--- config.mk ---
export PLATFORM = sky130hd
export DESIGN_NAME = mnist_argmax
export DESIGN_NICKNAME = d
export VERILOG_FILES = /design/src/rtl/mnist_argmax.sv
export SDC_FILE = /design/constraint.sdc
export NUM_CORES = 1
export LEC_CHECK = 0
export CORE_MARGIN = 2
export CORE_UTILIZATION = 30
export CTS_CLUSTER_SIZE = 30
export DETAILED_ROUTE_END_ITERATION = 16
export HOLD_SLACK_MARGIN = 0.1
export SLEW_MARGIN = 20
export SYNTH_ARGS = -nofsm -noshare
export SYNTH_HDL_FRONTEND = slang
export SYNTH_SLANG_ARGS = --single-unit
--- constraint.sdc ---
create_clock -name clk -period 9.11 [get_ports clk]
set_input_delay 1.822 -clock clk [delete_from_list [all_inputs] [get_ports clk]]
set_output_delay 1.822 -clock clk [all_outputs]
set_load 0.005 [all_outputs]
--- src/rtl/mnist_argmax.sv ---
// mnist_argmax
//   Receives the final-layer logit vector (one beat per image), scans it one
//   channel per cycle for the largest signed logit and presents the winning
//   class index on a valid/ready handshake.
//
// Ports
//   clk, rst, ce            clock, synchronous active-high reset, clock enable
//   conv_din                NUM_CLASS logits, channel c at [c*N +: N]
//   conv_din_vld/_end       beat valid / last beat of image
//   class_dout, class_vld   winning class index and its valid (held until taken)
//   class_rdy               consumer ready
//   busy                    FSM not IDLE
//   overrun                 sticky: a beat was dropped because the block was busy
//   class_score             winning logit (only with MNIST_ARGMAX_SCORE_EN)
//
// Configuration macro: MNIST_ARGMAX_SCORE_EN adds the class_score output.
//
// state | meaning
// IDLE  | waiting for a beat; non-final beats overwrite the logit register
// SCAN  | comparing channel idx against the running best, one per cycle
// DONE  | result presented, waiting for class_rdy
module mnist_argmax #(
  parameter int N         = 8,
  parameter int NUM_CLASS = 10,
  parameter int CLASS_W   = 4
) (
  input  logic                   clk,
  input  logic                   rst,
  input  logic                   ce,
  input  logic [NUM_CLASS*N-1:0] conv_din,
  input  logic                   conv_din_vld,
  input  logic                   conv_din_end,
  output logic [CLASS_W-1:0]     class_dout,
  output logic                   class_vld,
  input  logic                   class_rdy,
  output logic                   busy,
  output logic                   overrun
`ifdef MNIST_ARGMAX_SCORE_EN
  ,
  output logic [N-1:0]           class_score
`endif
);

  typedef enum logic [1:0] {IDLE, SCAN, DONE} state_e;

  localparam logic [CLASS_W-1:0] LAST_IDX = CLASS_W'(NUM_CLASS - 1);

  state_e                 state_q, state_d;
  logic [NUM_CLASS*N-1:0] logit_q, logit_d;
  logic [N-1:0]           best_q, best_d;
  logic [CLASS_W-1:0]     best_idx_q, best_idx_d;
  logic [CLASS_W-1:0]     idx_q, idx_d;
  logic [CLASS_W-1:0]     class_dout_q, class_dout_d;
  logic                   class_vld_q, class_vld_d;
  logic                   busy_q, busy_d;
  logic                   overrun_q, overrun_d;
  logic [N-1:0]           ch_sel;
  logic                   take;
`ifdef MNIST_ARGMAX_SCORE_EN
  logic [N-1:0]           score_q, score_d;
`endif

  always_comb begin
    ch_sel = '0;
    for (int c = 0; c < NUM_CLASS; c++) begin
      if (idx_q == CLASS_W'(c)) ch_sel = logit_q[c*N +: N];
    end
  end

  always_comb begin
    state_d      = state_q;
    logit_d      = logit_q;
    best_d       = best_q;
    best_idx_d   = best_idx_q;
    idx_d        = idx_q;
    class_dout_d = class_dout_q;
    class_vld_d  = class_vld_q;
    overrun_d    = overrun_q;
`ifdef MNIST_ARGMAX_SCORE_EN
    score_d      = score_q;
`endif
    // A beat is accepted in IDLE, or in DONE on the same edge the result is taken.
    take = conv_din_vld && (state_q == IDLE || (state_q == DONE && class_rdy));

    case (state_q)
      SCAN: begin
        // Strict compare keeps the lowest index on ties.
        if ($signed(ch_sel) > $signed(best_q)) begin
          best_d     = ch_sel;
          best_idx_d = idx_q;
        end
        if (idx_q == LAST_IDX) begin
          state_d      = DONE;
          class_dout_d = best_idx_d;
          class_vld_d  = 1'b1;
`ifdef MNIST_ARGMAX_SCORE_EN
          score_d      = best_d;
`endif
        end else begin
          idx_d = idx_q + 1'b1;
        end
      end
      DONE: begin
        if (class_rdy) begin
          class_vld_d = 1'b0;
          state_d     = IDLE;
        end
      end
      default: ;
    endcase

    if (take) begin
      logit_d    = conv_din;
      best_d     = conv_din[N-1:0];
      best_idx_d = '0;
      idx_d      = (NUM_CLASS > 1) ? CLASS_W'(1) : '0;
      if (conv_din_end) begin
        if (NUM_CLASS == 1) begin
          state_d      = DONE;
          class_dout_d = '0;
          class_vld_d  = 1'b1;
`ifdef MNIST_ARGMAX_SCORE_EN
          score_d      = conv_din[N-1:0];
`endif
        end else begin
          state_d = SCAN;
        end
      end
    end else if (conv_din_vld && state_q != IDLE) begin
      overrun_d = 1'b1;
    end

    busy_d = (state_d != IDLE);
  end

  always_ff @(posedge clk) begin
    if (rst) begin
      state_q      <= IDLE;
      logit_q      <= '0;
      best_q       <= '0;
      best_idx_q   <= '0;
      idx_q        <= '0;
      class_dout_q <= '0;
      class_vld_q  <= 1'b0;
      busy_q       <= 1'b0;
      overrun_q    <= 1'b0;
`ifdef MNIST_ARGMAX_SCORE_EN
      score_q      <= '0;
`endif
    end else if (ce) begin
      state_q      <= state_d;
      logit_q      <= logit_d;
      best_q       <= best_d;
      best_idx_q   <= best_idx_d;
      idx_q        <= idx_d;
      class_dout_q <= class_dout_d;
      class_vld_q  <= class_vld_d;
      busy_q       <= busy_d;
      overrun_q    <= overrun_d;
`ifdef MNIST_ARGMAX_SCORE_EN
      score_q      <= score_d;
`endif
    end
  end

  assign class_dout = class_dout_q;
  assign class_vld  = class_vld_q;
  assign busy       = busy_q;
  assign overrun    = overrun_q;
`ifdef MNIST_ARGMAX_SCORE_EN
  assign class_score = score_q;
`endif

endmodule

==> summary.txt <==
Synthesis
  • Asr flop ratio synth: 0
  • Syn avg cell area: 7.29 um^2
  • Most instantiated cells after synthesis: nand2_1 (210), a21oi_1 (130), dfxtp_1 (105)
  • Mux cell area share after synthesis: 0.00399
  • Syn Nets: 790
  • Dominant cells by area after synthesis: dfxtp_1 (42%), nand2_1 (16%), a21oi_1 (13%), ha_1 (3.7%), clkbuf_1 (3.0%)
  • Ys flop type: dfxtp_1
  • Xor-xnor portion of the synthesized cell area: 0.00349
  • Post-Synth Simple-Gate Area: 0.232
  • Synth cell types: 48
  • Compound-gate portion of the synthesized area: 0.242
  • Top-area cell type share of the netlist area: 0.419
  • Top-count cell post-synth: nand2_1
  • Synth area leader: dfxtp_1
  • Yosys reg bits: 105
  • Register area share after synthesis: 0.419
  • EDFF count, synth: 0
  • Netlist Area Pre-Place: 5020 um^2
  • Post-Synthesis Cells: 689
  • Adder-Cell Fraction of Synth Area: 0.0374
  • Yosys warns: 0
  • Main combinational cell family by area after synthesis: compound AO/OA/AOI/OAI gates

Route
  • # DRC: 0
  • Vias: 4748
  • Vias per cell: 4.89
  • Post-Route WL: 14000 um
  • Router iterations before antenna repair: 5
  • DR WL/cell: 14.4 um
  • Remaining antenna violation count: 0
  • DR iter-0 viols: 488

GRT
  • Vias in the first global route: 4546
  • Tot GR Track Use: 0.163
  • Initial antenna violation count: 0
  • GRT met2 Usage: 0.246
  • Met3 GRT Util: 0.0392
  • Met1 Resource Use GR: 0.230
  • Total gr overflow: 0
  • Most Crowded Layer GR: met2
  • First-pass GRT wire length: 23100 um
  • Largest net degree at the start of global routing: 101

Critical path
  • Crit-path max cell delay: 0.89 ns
  • CP Launch Type: register
  • Critical Path Sink Type: register
  • Slowest CP cell: dfxtp_1
  • RR Endpoint: best_idx_q[3]
  • Setup crit start: idx_q[2]
  • Critical R2R Launch: idx_q[2]
  • Crit-path max FO: 25
  • Worst r2r path cells: 10
  • Worst Path Class, Setup: reg -> reg
  • Critical path cell sequence: nand2b_1 -> o2bb2ai_1 -> a211oi_1 -> o21ai_1 -> ha_1 -> o21a_1 -> o22ai_1 -> a211oi_4 -> o221ai_1 -> a22o_1
  • Critical Path RT: 9.41 ns
  • WP data arrival: 4.47 ns
  • Reg2reg setup slack: 4.94 ns

Floorplanning
  • Num rows: 47
  • Starting density of the core: 0.305
  • Core Box Area: 16500 um^2
  • Die area: 17800 um^2
  • Die width: 133 um
  • Die Y: 133 um
  • IO Count: 93

Finish
  • Design area: 6330 um^2
  • Synth-to-Final Area Change: 26.1%
  • Filler Cell Count: 1785
  • Layout cells sized above 1: 0.0413
  • Nets: 847
  • # diodes: 0
  • Non-Filler Instances: 970

Place
  • Post-DP HPWL: 9830 um
  • Inst Count DP: 955
  • Routability cong.: 0.811
  • Dpl cell area: 6060 um^2
  • Number of buffers added on ports: 92

Run status
  • Status: finished, final reports clean

Pwr
  • Total power: 1020 uW
  • Static Leak: 0.00219 uW
  • VDD IR max: 0.0886 mV
  • Pwr Density: 161 nW/um^2

Hold path
  • Hold path start: best_q[7]
  • Worst hold path class: reg -> reg
  • Hold path endpoint: best_q[7]
  • Hold path depth: 2

Flow run
  • Max Cap Viol: 0

CTS
  • Clock root buffer: clkbuf_16
  • CTS tree: built
  • PostCTS Resize Cnt: 0
  • Hold buffer count at cts: 0
  • Htree depth: 3
  • Post-CTS Repair Setup Buffers: 0
  • Worst skew pair latency: 0.36 ns
  • Clk sink count: 105
  • Clock buffer depth: 2
  • Inserted Clock Buffers: 9
  • Clock-pin slew of the registers on the worst-case setup and hold paths: 0.07 ns

STA
  • Max Slew Vio Count: 0
  • Worst Tran Pin Value: 1.08 ns
  • Worst Skew: 0.00874 ns
  • Final Cycle Share: 0.458
  • Post-Route Setup TNS: 0 ns
  • Hold Fails Final Rpt: 0
  • Minimum clock period: 4.17 ns
  • FMAX: 240 MHz
  • RSZ-0062 raised after global routing: false
  • Max-slew headroom: 0.282
  • Endpoints failing setup: 0
registers in the layout (all words and copies together), names as in the netlist:
signal	flops
state_q	2
overrun	1
class_dout	4
best_q	8
logit_q	80
class_vld	1
busy	1
idx_q	4
best_idx_q	4
cell families after synthesis:
kind of cell             after synthesis
XOR/XNOR                               2
multiplexers                           2
flip-flops                           105
AND/OR/NAND/NOR                      278
adder cells (fa/ha/maj)               15
buffers and inverters                 81
AO/OA/AOI/OAI                        206
critical path: cells and delay by family (launching register included):
family | cells | cell delay [ns]
AO/OA/AOI/OAI | 8 | 2.49
adder cells (fa/ha/maj) | 1 | 0.31
flip-flops | 1 | 0.89
AND/OR/NAND/NOR | 1 | 0.42
cells in the final DEF, fill, tap and decap left out, drive strengths merged, types with 5 or more instances in the layout:
cell type	Yosys	routed
nor2b	11	11
a22oi	7	7
nand2	210	210
ha	15	15
clkdlybuf4s50	0	91
clkbuf	40	10
nor3	6	6
nand2b	5	5
a211oi	10	10
dfxtp	105	105
inv	30	30
a311oi	9	9
o22ai	9	9
a21oi	130	130
nand3b	8	8
buf	11	6
nor2	26	26
o21ai	20	20
routing by layer:
| layer | wire length, um | part of all wire |
|---|---|---|
| met5 | 0 | 0 |
| met4 | 189 | 0.014 |
| met3 | 749 | 0.054 |
| met2 | 6090 | 0.44 |
| met1 | 6960 | 0.50 |
final cells by class:
cell class,count,area (um^2),area share
multi-input combinational,503,2620,0.413
sequential,105,2100,0.332
clock inverter,5,32.5,0.00514
tap,220,275,0.0435
inverter,30,113,0.0178
clock buffer,10,239,0.0377
timing repair buffer,97,953,0.151
stage by stage:
step                       util  hold WS, ns  setup slack (ns)
after global routing      0.385        0.468              4.52
final                     0.385        0.439              4.94
after global placement    0.368        0.425              4.75
after floorplan               -        0.416              5.94
after CTS                 0.385        0.442              4.98
after detailed placement  0.368        0.433              4.79
report_power, final:
part           switching (uW)  internal (uW)  leakage (uW)
Clock                     171            190      0.000126
Combinational            90.0           74.1       0.00121
Sequential               12.5            480      0.000856
Total                     273            744       0.00219
worst max path at each step:
stage | endpoint | slack (ns) | cells past startpoint
detailed placement | logit_q[46] | 4.79 | 5
global placement | logit_q[58] | 4.75 | 5
finish | best_idx_q[3] | 4.94 | 10
global route | best_idx_q[2] | 4.52 | 14
CTS | best_idx_q[3] | 4.98 | 12
floorplan | best_q[6] | 5.94 | 17
(Power assumes the default switching activity.)
